File: src/rtl/uart_echo_if.sv
// uart_echo_if: UART-side handshake, transform control and status bundle for uart_echo_engine.
interface uart_echo_if #(
  parameter int unsigned DATA_W = 8,
  parameter int unsigned DEPTH  = 16
);
  localparam int unsigned LW = $clog2(DEPTH) + 1;

  logic [1:0]        mode;
  logic              rx_valid;
  logic [DATA_W-1:0] rx_data;
  logic              tx_busy;
  logic              tx_start;
  logic [DATA_W-1:0] tx_data;
  logic              clr;
  logic [LW-1:0]     rx_level;
  logic [LW-1:0]     tx_level;
  logic              overflow;
  logic [15:0]       drop_count;
  logic [15:0]       tx_count;

  // Board/UART side: drives receive strobes, busy and control.
  modport master (
    output mode, rx_valid, rx_data, tx_busy, clr,
    input  tx_start, tx_data, rx_level, tx_level, overflow, drop_count, tx_count
  );

  // Engine side.
  modport slave (
    input  mode, rx_valid, rx_data, tx_busy, clr,
    output tx_start, tx_data, rx_level, tx_level, overflow, drop_count, tx_count
  );
endinterface

File: src/rtl/uart_echo_engine.sv
// uart_echo_engine: RX FIFO -> transform -> TX FIFO -> UART start/busy handshake.
// Optional statistics counters enabled by defining UART_ECHO_STATS_EN.
module uart_echo_engine #(
  parameter int unsigned       DATA_W       = 8,
  parameter int unsigned       DEPTH        = 16,
  parameter logic [DATA_W-1:0] OFFSET       = DATA_W'(1),
  parameter logic [DATA_W-1:0] XOR_KEY      = DATA_W'(8'h20),
  parameter int unsigned       BUSY_TIMEOUT = 4
) (
  input logic             clk,
  input logic             rst,
  uart_echo_if.slave      bus
);

  localparam int unsigned AW = $clog2(DEPTH);
  localparam int unsigned LW = AW + 1;
  localparam int unsigned TW = $clog2(BUSY_TIMEOUT + 1);

  localparam logic [DATA_W-1:0] UP_LO   = DATA_W'(8'h41);
  localparam logic [DATA_W-1:0] UP_HI   = DATA_W'(8'h5A);
  localparam logic [DATA_W-1:0] LO_LO   = DATA_W'(8'h61);
  localparam logic [DATA_W-1:0] LO_HI   = DATA_W'(8'h7A);
  localparam logic [DATA_W-1:0] CASE_BIT = DATA_W'(8'h20);

  typedef enum logic [1:0] {IDLE, WAIT_BUSY, WAIT_DONE} state_e;

  logic [DATA_W-1:0] rx_mem [DEPTH];
  logic [DATA_W-1:0] tx_mem [DEPTH];

  logic [AW:0] rx_wr_q, rx_wr_d, rx_rd_q, rx_rd_d;
  logic [AW:0] tx_wr_q, tx_wr_d, tx_rd_q, tx_rd_d;
  logic [LW-1:0] rx_level_q, tx_level_q;
  logic        overflow_q;
  logic        tx_start_q;
  logic [DATA_W-1:0] tx_data_q;

  state_e      state_q, state_d;
  logic [TW-1:0] cnt_q, cnt_d;
  logic        issue;

  logic rx_full, rx_empty, tx_full, tx_empty;
  logic rx_push, drop, xfer;
  logic [DATA_W-1:0] rx_head, xf_data;

  assign rx_full  = (rx_wr_q[AW] != rx_rd_q[AW]) && (rx_wr_q[AW-1:0] == rx_rd_q[AW-1:0]);
  assign rx_empty = (rx_wr_q == rx_rd_q);
  assign tx_full  = (tx_wr_q[AW] != tx_rd_q[AW]) && (tx_wr_q[AW-1:0] == tx_rd_q[AW-1:0]);
  assign tx_empty = (tx_wr_q == tx_rd_q);

  assign rx_push = bus.rx_valid && !rx_full;
  assign drop    = bus.rx_valid && rx_full;
  assign xfer    = !rx_empty && !tx_full;
  assign rx_head = rx_mem[rx_rd_q[AW-1:0]];

  // Transform stage applied to the RX head in the transfer cycle.
  always_comb begin
    xf_data = rx_head;
    case (bus.mode)
      2'd0: xf_data = rx_head;
      2'd1: xf_data = rx_head + OFFSET;
      2'd2: xf_data = rx_head ^ XOR_KEY;
      default: begin
        if ((DATA_W == 8) &&
            (((rx_head >= UP_LO) && (rx_head <= UP_HI)) ||
             ((rx_head >= LO_LO) && (rx_head <= LO_HI)))) begin
          xf_data = rx_head ^ CASE_BIT;
        end
      end
    endcase
  end

  // Next pointer values for both FIFOs.
  always_comb begin
    rx_wr_d = rx_wr_q + LW'(rx_push);
    rx_rd_d = rx_rd_q + LW'(xfer);
    tx_wr_d = tx_wr_q + LW'(xfer);
    tx_rd_d = tx_rd_q + LW'(issue);
  end

  // FIFO storage; only pointers are reset.
  always_ff @(posedge clk) begin
    if (rx_push) rx_mem[rx_wr_q[AW-1:0]] <= bus.rx_data;
    if (xfer)    tx_mem[tx_wr_q[AW-1:0]] <= xf_data;
  end

  // Pointers, levels and sticky overflow.
  always_ff @(posedge clk) begin
    if (rst) begin
      rx_wr_q    <= '0;
      rx_rd_q    <= '0;
      tx_wr_q    <= '0;
      tx_rd_q    <= '0;
      rx_level_q <= '0;
      tx_level_q <= '0;
      overflow_q <= 1'b0;
    end else begin
      rx_wr_q    <= rx_wr_d;
      rx_rd_q    <= rx_rd_d;
      tx_wr_q    <= tx_wr_d;
      tx_rd_q    <= tx_rd_d;
      rx_level_q <= rx_wr_d - rx_rd_d;
      tx_level_q <= tx_wr_d - tx_rd_d;
      if (drop)         overflow_q <= 1'b1;
      else if (bus.clr) overflow_q <= 1'b0;
    end
  end

  // TX FSM state register and registered start/data outputs.
  always_ff @(posedge clk) begin
    if (rst) begin
      state_q    <= IDLE;
      cnt_q      <= '0;
      tx_start_q <= 1'b0;
      tx_data_q  <= '0;
    end else begin
      state_q    <= state_d;
      cnt_q      <= cnt_d;
      tx_start_q <= issue;
      if (issue) tx_data_q <= tx_mem[tx_rd_q[AW-1:0]];
    end
  end

  // TX FSM next state: issue a word, wait for busy to rise (with timeout), wait for it to fall.
  always_comb begin
    state_d = state_q;
    cnt_d   = cnt_q;
    issue   = 1'b0;
    case (state_q)
      IDLE: begin
        if (!tx_empty && !bus.tx_busy) begin
          issue   = 1'b1;
          state_d = WAIT_BUSY;
          cnt_d   = '0;
        end
      end
      WAIT_BUSY: begin
        if (bus.tx_busy) begin
          state_d = WAIT_DONE;
        end else if (cnt_q == TW'(BUSY_TIMEOUT - 1)) begin
          state_d = IDLE;
        end else begin
          cnt_d = cnt_q + TW'(1);
        end
      end
      WAIT_DONE: begin
        if (!bus.tx_busy) state_d = IDLE;
      end
      default: state_d = IDLE;
    endcase
  end

`ifdef UART_ECHO_STATS_EN
  logic [15:0] drop_cnt_q, tx_cnt_q;

  // Statistics: saturating drop count, wrapping start count; an event in a clr cycle wins.
  always_ff @(posedge clk) begin
    if (rst) begin
      drop_cnt_q <= '0;
      tx_cnt_q   <= '0;
    end else begin
      if (drop) begin
        if (bus.clr)                    drop_cnt_q <= 16'd1;
        else if (drop_cnt_q != 16'hFFFF) drop_cnt_q <= drop_cnt_q + 16'd1;
      end else if (bus.clr) begin
        drop_cnt_q <= '0;
      end
      if (issue) begin
        tx_cnt_q <= bus.clr ? 16'd1 : tx_cnt_q + 16'd1;
      end else if (bus.clr) begin
        tx_cnt_q <= '0;
      end
    end
  end

  assign bus.drop_count = drop_cnt_q;
  assign bus.tx_count   = tx_cnt_q;
`else
  assign bus.drop_count = 16'h0000;
  assign bus.tx_count   = 16'h0000;
`endif

  assign bus.rx_level = rx_level_q;
  assign bus.tx_level = tx_level_q;
  assign bus.overflow = overflow_q;
  assign bus.tx_start = tx_start_q;
  assign bus.tx_data  = tx_data_q;

endmodule

File: src/flat_wrapper.sv
// flat-port wrapper written by rule: the top's interface ports become plain ports
module uart_echo_engine_flat 
#(
  parameter int unsigned       DATA_W       = 8,
  parameter int unsigned       DEPTH        = 16,
  parameter logic [DATA_W-1:0] OFFSET       = DATA_W'(1),
  parameter logic [DATA_W-1:0] XOR_KEY      = DATA_W'(8'h20),
  parameter int unsigned       BUSY_TIMEOUT = 4
)
  (clk, rst, bus_mode, bus_rx_valid, bus_rx_data, bus_tx_busy, bus_clr, bus_tx_start, bus_tx_data, bus_rx_level, bus_tx_level, bus_overflow, bus_drop_count, bus_tx_count);
  uart_echo_if #(.DATA_W(DATA_W), .DEPTH(DEPTH)) bus_i ();
  input logic clk;
  input logic rst;
  input wire logic [$bits(bus_i.mode)-1:0] bus_mode;
  input wire logic [$bits(bus_i.rx_valid)-1:0] bus_rx_valid;
  input wire logic [$bits(bus_i.rx_data)-1:0] bus_rx_data;
  input wire logic [$bits(bus_i.tx_busy)-1:0] bus_tx_busy;
  input wire logic [$bits(bus_i.clr)-1:0] bus_clr;
  output wire logic [$bits(bus_i.tx_start)-1:0] bus_tx_start;
  output wire logic [$bits(bus_i.tx_data)-1:0] bus_tx_data;
  output wire logic [$bits(bus_i.rx_level)-1:0] bus_rx_level;
  output wire logic [$bits(bus_i.tx_level)-1:0] bus_tx_level;
  output wire logic [$bits(bus_i.overflow)-1:0] bus_overflow;
  output wire logic [$bits(bus_i.drop_count)-1:0] bus_drop_count;
  output wire logic [$bits(bus_i.tx_count)-1:0] bus_tx_count;
  assign bus_i.mode = bus_mode;
  assign bus_i.rx_valid = bus_rx_valid;
  assign bus_i.rx_data = bus_rx_data;
  assign bus_i.tx_busy = bus_tx_busy;
  assign bus_i.clr = bus_clr;
  assign bus_tx_start = bus_i.tx_start;
  assign bus_tx_data = bus_i.tx_data;
  assign bus_rx_level = bus_i.rx_level;
  assign bus_tx_level = bus_i.tx_level;
  assign bus_overflow = bus_i.overflow;
  assign bus_drop_count = bus_i.drop_count;
  assign bus_tx_count = bus_i.tx_count;
  uart_echo_engine #(.DATA_W(DATA_W), .DEPTH(DEPTH), .OFFSET(OFFSET), .XOR_KEY(XOR_KEY), .BUSY_TIMEOUT(BUSY_TIMEOUT)) u_core (.clk(clk), .rst(rst), .bus(bus_i));
endmodule
File: config.mk
export PLATFORM = sky130hd
export DESIGN_NAME = uart_echo_engine_flat
export DESIGN_NICKNAME = d
export VERILOG_FILES = /design/src/rtl/uart_echo_if.sv /design/src/rtl/uart_echo_engine.sv /design/src/flat_wrapper.sv
export SDC_FILE = /design/constraint.sdc
export NUM_CORES = 1
export LEC_CHECK = 0
export ABC_CLOCK_PERIOD_IN_PS = 4360
export CAP_MARGIN = 0
export CORE_ASPECT_RATIO = 1.75
export CORE_MARGIN = 10
export CORE_UTILIZATION = 35
export DETAILED_ROUTE_END_ITERATION = 12
export GPL_TIMING_DRIVEN = 0
export PLACE_DENSITY = 0.54
export SLEW_MARGIN = 25
export SYNTH_ARGS = -nofsm -noshare
export SYNTH_HDL_FRONTEND = slang
export SYNTH_SLANG_ARGS = --single-unit
export TNS_END_PERCENT = 30
File: constraint.sdc
create_clock -name clk -period 4.36 [get_ports clk]
set_input_delay 0.872 -clock clk [delete_from_list [all_inputs] [get_ports clk]]
set_output_delay 0.872 -clock clk [all_outputs]
set_load 0.01 [all_outputs]
==> Word-level counts from Yosys, hierarchy flattened <==
Memory sizes are Yosys's and may differ from the RTL's. A register that Yosys moved wholly into a read port is not among the register bits.
Index checks and enable logic that the tools add are counted.
{ "op_classes": {"add_sub_neg": 8, "magnitude_cmp": 4, "eq_ne": 16, "mux": 20, "bitwise": 1, "n_reduce_logical": 20} }
{ "ops": {"columns": ["cell", "n"], "rows": [
  ["one-hot mux 8 bit (3 select lines)", 1],
  ["adder 5 x 1 -> 5 bit", 4],
  [">= comparator 8 x 7 -> 1 bit, second input constant", 2],
  ["less-or-equal comparator 8 x 7 -> 1 bit, second input constant", 2],
  ["equality test 5 bit", 2],
  ["subtractor 5 bit", 2],
  ["2-to-1 mux 3 bit", 3],
  ["adder 8 x 1 -> 8 bit, second input constant", 1],
  ["equality test 4 bit", 2],
  ["logical AND 1 bit", 8],
  ["2-to-1 mux 1 bit", 8],
  ["2-to-1 mux 2 bit", 4],
  ["2-to-1 mux 6 bit", 1],
  ["!= test 2 bit, second input constant", 3],
  ["one-hot mux 2 bit (3 select lines)", 1],
  ["one-hot mux 3 bit (2 select lines)", 1],
  ["logical NOT 1 bit", 5],
  ["equality test 2 x 1 -> 1 bit, second input constant", 2],
  ["equality test 2 bit, second input constant", 2],
  ["logical NOT 2 bit", 2],
  ["2-to-1 mux 4 bit", 1],
  ["AND reduction 4 bit", 1],
  ["nonzero test 2 bit", 2],
  ["adder 3 x 1 -> 3 bit, second input constant", 1],
  ["other kinds (7)", 8]
]} }
{ "totals": {"ff_bits": 37, "ramBits": 256, "in_bits": 15, "memories": 2} }
{ "mem_list": {"columns": ["memory", "words", "word_bits", "read_ports", "rd_clocked_by_memory_dff", "wr", "line", "source"], "rows": [
  ["u_core.rx_mem", 16, 8, 1, 1, 1, "uart_echo_engine.sv:27", "logic [DATA_W-1:0] rx_mem [DEPTH];"],
  ["u_core.tx_mem", 16, 8, 1, 1, 1, "uart_echo_engine.sv:28", "logic [DATA_W-1:0] tx_mem [DEPTH];"]
]} }

==> Logic depth before layout (Yosys ltp) <==
{ "logic_depth": {"word_depth": 7, "depth_mapped": 17, "ltp_nobuf": 14} }

==> Worst setup path after synthesis <==
No wires, ideal clock.
{ "synth_path": {"kind": "flip-flop to flip-flop", "startpoint": "register u_core.rx_rd_q[1]", "endpoint": "register u_core.rx_level_q[4], in the netlist u_core.bus.rx_level[4]", "setup_ps": 128, "t_arrival_ps": 3078, "required_time_ps": 4232, "setup_slack_ps": 1155, "path_stages_with_launch": 16, "path_buffers": 3, "period_less_slack_ps": 3205, "path_cell_list": "dfxtp_1 -> buf_2 -> buf_2 -> buf_2 -> xor2_1 -> nor4_1 -> nand2_1 -> nand2_1 -> inv_1 -> ha_1 -> ha_1 -> fa_1 -> a21o_1 -> a21oi_1 -> xnor2_1 -> nor2_1"} }
{ "synth_via": {"elab_chain_cells": 6, "elab_cells_between_ends": 10, "cone_classes": "add/sub: 3; eq/ne: 2; reduce/logical: 5"} }
{ "synth_lines": {"columns": ["element", "line", "source"], "rows": [
  ["start, declared", "uart_echo_engine.sv:30", "logic [AW:0] rx_wr_q, rx_wr_d, rx_rd_q, rx_rd_d;"],
  ["start signal, assigned", "uart_echo_engine.sv:98", "rx_rd_q <= rx_rd_d;"],
  ["equality test 4 bit", "uart_echo_engine.sv:45", "assign rx_full = (rx_wr_q[AW] != rx_rd_q[AW]) && (rx_wr_q[AW-1:0] == rx_rd_q[AW-1:0]);"],
  ["logical AND 1 bit", "uart_echo_engine.sv:45", null],
  ["logical NOT 1 bit", "uart_echo_engine.sv:50", "assign rx_push = bus.rx_valid && !rx_full;"],
  ["logical AND 1 bit", "uart_echo_engine.sv:50", null],
  ["adder 5 x 1 -> 5 bit", "uart_echo_engine.sv:74", "rx_wr_d = rx_wr_q + LW'(rx_push);"],
  ["via u_core.rx_wr_d[1]", "uart_echo_engine.sv:30", null],
  ["subtractor 5 bit", "uart_echo_engine.sv:101", "rx_level_q <= rx_wr_d - rx_rd_d;"],
  ["end signal, assigned", "uart_echo_engine.sv:101", null],
  ["end, declared", "uart_echo_engine.sv:32", "logic [LW-1:0] rx_level_q, tx_level_q;"]
]} }
The timed path passes the listed nets, and every way through them passes these cells.
A chain may end at the register's enable or synchronous reset.

==> Worst setup path in the final report <==
{ "layout_path": {"startpoint": "register u_core.rx_rd_q[1]", "endpoint": "register u_core.rx_level_q[4], in the netlist u_core.bus.rx_level[4]"} }
{ "layout_via": {"elab_cells_between_ends": 10, "cone_classes": "add/sub: 3; eq/ne: 2; reduce/logical: 5"} }
{ "layout_rtl": {"columns": ["element", "line", "source"], "rows": [
  ["equality test 5 bit", "uart_echo_engine.sv:46", "assign rx_empty = (rx_wr_q == rx_rd_q);"],
  ["logical NOT 1 bit", "uart_echo_engine.sv:52", "assign xfer = !rx_empty && !tx_full;"],
  ["logical AND 1 bit", "uart_echo_engine.sv:52", null],
  ["adder 5 x 1 -> 5 bit (*)", "uart_echo_engine.sv:75", "rx_rd_d = rx_rd_q + LW'(xfer);"],
  ["via u_core.rx_rd_d[1]", "uart_echo_engine.sv:30", null],
  ["subtractor 5 bit (*)", "uart_echo_engine.sv:101", null]
]} }
Mark *: on every way through the listed nets, which the timed path passes. The rest lies on a longest branch.

==> results by group <==
Yosys
  • Gate Count Post-Synth: between 700 and 800
  • Yosys top cell by area: edfxtp_1
  • Sequential share of the synthesized area: between 60% and 70%
  • Async set or reset register ratio after synthesis: 0%
  • Synth Register Bits: 301
  • Most used DFF post-synth: edfxtp_1
  • Top-area cell type share of the netlist area: 61.42%
  • Synth Cell Area: ~13000 µm²
  • Synth Warn #: 0
  • Cells taking the most area after synthesis: edfxtp_1 (61%), mux4_2 (9.0%), dfxtp_1 (7.2%)
  • EDFF count, synth: 256
  • Syn avg cell area: 17.17 µm²
  • Netlist cell types: 51

Layout
  • Diode count: 0
  • FF+latch area: ~8600 µm²
  • Multi-input combinational cell area: about 3700 µm²
  • Commonest non-fill, non-tap cell in the layout: edfxtp_1
  • Fillers: ~3.2k
  • Nets@finish: 871
  • Area grow syn2layout: 16.59%
  • Final Util: 41.35%
  • Most frequent cells in the layout: edfxtp_1 (256), nor2_1 (59), mux4_2 (50), dfxtp_1 (45), buf_4 (40)
  • Layout cells sized above 1: 19.93%

Timing
  • Slew @ Worst Pin: 1.002 ns
  • Final setup fails: 0
  • Setup TNS: 0 ns
  • Post-route clock period utilization: between 80% and 90%
  • Final Slew Violations: 0
  • Max_slew headroom: 32.94%
  • F_max: approximately 260 MHz
  • Hold violation total from the final report: 0
  • RSZ-0062 raised after global routing: false
  • Crit path time final: 3.837 ns
  • Clk_skew: 0.01797 ns

Placed design
  • Port bufs: 33
  • Hpwl dp: 19570 µm
  • RePlAce Congestion: 0.7696

Hold path
  • Worst Hold Class: flip-flop to flip-flop
  • Hold depth: 2

Setup path
  • Setup crit end kind: flip-flop
  • CP required: 4.78 ns
  • Cell chain of the critical path: buf_2, buf_2, buf_2, xor2_1, nor4_2, a22oi_1, ha_1, ha_1, inv_1, fa_1, a21o_1, a21oi_1, xnor2_1, nor2_1
  • CP most frequent cell: buf_2
  • Crit Path Max Fanout: 10
  • Cells on worst reg2reg path: 14
  • Delay-heaviest family, CP: buffers and inverters
  • CP peak stage delay: ~0.45 ns
  • Classification of the worst setup path: flip-flop to flip-flop
  • Startpoint types: flip-flop
  • Worst EP arrival: 4.26 ns
  • Slowest stage cell, crit path: fa_1
  • Worst Path Buf+Inv: 4
  • Worst path depth: 14

Drt
  • Drt first pass iters: 4
  • Total number of vias: 6307
  • Drt drc: 0
  • Detailed router's first-iteration violation count: ~310
  • DRT met1 WL: 9540 µm
  • DR WL met2: 16080 µm
  • DRT Wirelength: roughly 27000 µm
  • DRT antenna net count: 0
  • Met3 WL: ~1000 µm
  • Vias per Instance: 4.785
  • Uppermost layer routed: met4
  • WL/cell: 20.79 µm

Status
  • Status: completed

Clocking
  • Clock Pin Slew Worst Setup and Hold Paths: 0.07 ns
  • Worst skew pair latency: roughly 0.56 ns
  • Clock Path Buffers: 3
  • TritonCTS clock tree: built
  • CTS H-tree lvls: 1
  • Clock Sinks: 301
  • Post-CTS Setup Bufs: 0
  • TritonCTS buffer count: 28
  • Clk root buf: clkbuf_16

Power
  • Peak supply drop: 0.0002675 V
  • Pwr per Cell Area: just under 600 nW/µm²
  • Leak: approximately 5 nW

Global route
  • Number of global-route vias before repair: 6653
  • First-pass GRT wire length: 41710 µm
  • Grt ovf: 0
  • Total track usage: approximately an eighth
  • Antenna violations before repair: 0
  • Largest net degree at the start of global routing: 17

Floorplan
  • Die Footprint: 44030 µm²
  • FP Rows: 91
  • I/O pin cnt: 67
  • Die Wd: 163.0 µm
  • Initial Util: between 30% and 40%
  • Die Y: 270.2 µm
  • Core area: between 30000 and 40000 µm²

Run
  • Max-cap violations: 0
per-layer routing:
layer | vias up | track usage (%)
met5 | - | 0
met1 | 3205 | 12.70
met4 | 0 | 4.690
li1 | 2949 | -
met2 | 111 | 24.75
met3 | 42 | 1.785
what timing repair did:
action / CTS / global route
hold buffers: 0 / 0
endpoints found under the setup margin: 0 / 1
gates resized for setup: 0 / 1
cells in the mapped netlist, types with 3 or more instances:
cell        n
mux4_1     15
nand2b_1    8
inv_1      17
buf_4      33
mux4_2     50
buf_1       5
nor2b_1    13
a22oi_1     8
buf_2       4
clkbuf_1   19
ha_1       23
a221oi_1    4
nand3_1    16
mux2i_1    21
dfxtp_1    45
xnor2_1    15
nor3_1      9
nand2_1    17
nand3_2     3
a21o_1      4
o21a_1      5
edfxtp_1  256
xor2_1     23
a21oi_1    11
nor2_1     68
flip-flops by register name (all words and copies together), names as in the netlist:
register	flops
u_core.bus.tx_data	8
u_core.bus.overflow	1
u_core.bus.tx_start	1
u_core.bus.rx_level	5
u_core.rx_rd_q	5
u_core.rx_mem	128
u_core.tx_mem	128
u_core.state_q	2
u_core.tx_rd_q	5
u_core.cnt_q	3
u_core.rx_wr_q	5
u_core.tx_wr_q	5
u_core.bus.tx_level	5
path summary, 6_finish.rpt:
kind | startpoint | end | slack, ns
min reg2reg | u_core.cnt_q[1] | u_core.cnt_q[1] | 0.48
min | u_core.cnt_q[1] | u_core.cnt_q[1] | 0.48
max reg2reg | u_core.rx_rd_q[1] | u_core.bus.rx_level[4] | 0.52
max | u_core.rx_rd_q[1] | u_core.bus.rx_level[4] | 0.52
logic make-up after synthesis:
group / count (synthesis) / share of synthesized area [%]
fa+ha+maj: 25 / 2.619
xor+xnor: 38 / 2.659
flops: 301 / 68.61
simple gates: 149 / 5.718
buf+inv: 83 / 3.898
other cells: 1 / 0.02996
mux: 88 / 14.00
compound gates: 44 / 2.459
final cells by class:
type | instances | share of cell area (%)
flip-flops and latches | 301 | 58.85
inverters | 18 | 0.4630
clock inverters | 14 | 0.7802
multi-input cells | 376 | 25.13
well taps | 465 | 3.987
plain buffers | 65 | 2.889
repair buffers | 41 | 2.701
clock buffers | 38 | 5.204
power breakdown:
group / internal, mW / total, mW / switching (mW)
Clock: 1.33 / 2.36 / 1.03
Sequential: 3.57 / 3.65 / 0.0770
Combinational: 1.08 / 2.41 / 1.32
Total: 5.99 / 8.42 / 2.43
metrics by stage:
stage                     instances  setup WS, ns  area [µm²]  power, mW  hold WS, ns
after global routing           1318        0.1571       14590      8.846       0.5138
final                          1318        0.5234       14590      8.419       0.4762
after global placement         1258        0.2801       13550      6.092       0.4601
after detailed placement       1266        0.2689       13690      6.159       0.4716
after CTS                      1318        0.2289       14570      8.534       0.4804
after floorplan                 760         1.155       12630      5.350       0.4516
worst register-to-register path: cells and delay by family (launching register included):
family	cells	cell delay (ns)
flip-flops	1	0.34
AND/OR/NAND/NOR	2	0.48
XOR/XNOR	2	0.26
adder cells (fa/ha/maj)	3	1.01
AO/OA/AOI/OAI	3	0.60
buffers and inverters	4	1.02
No activity file was read; power rests on OpenSTA's default activity.
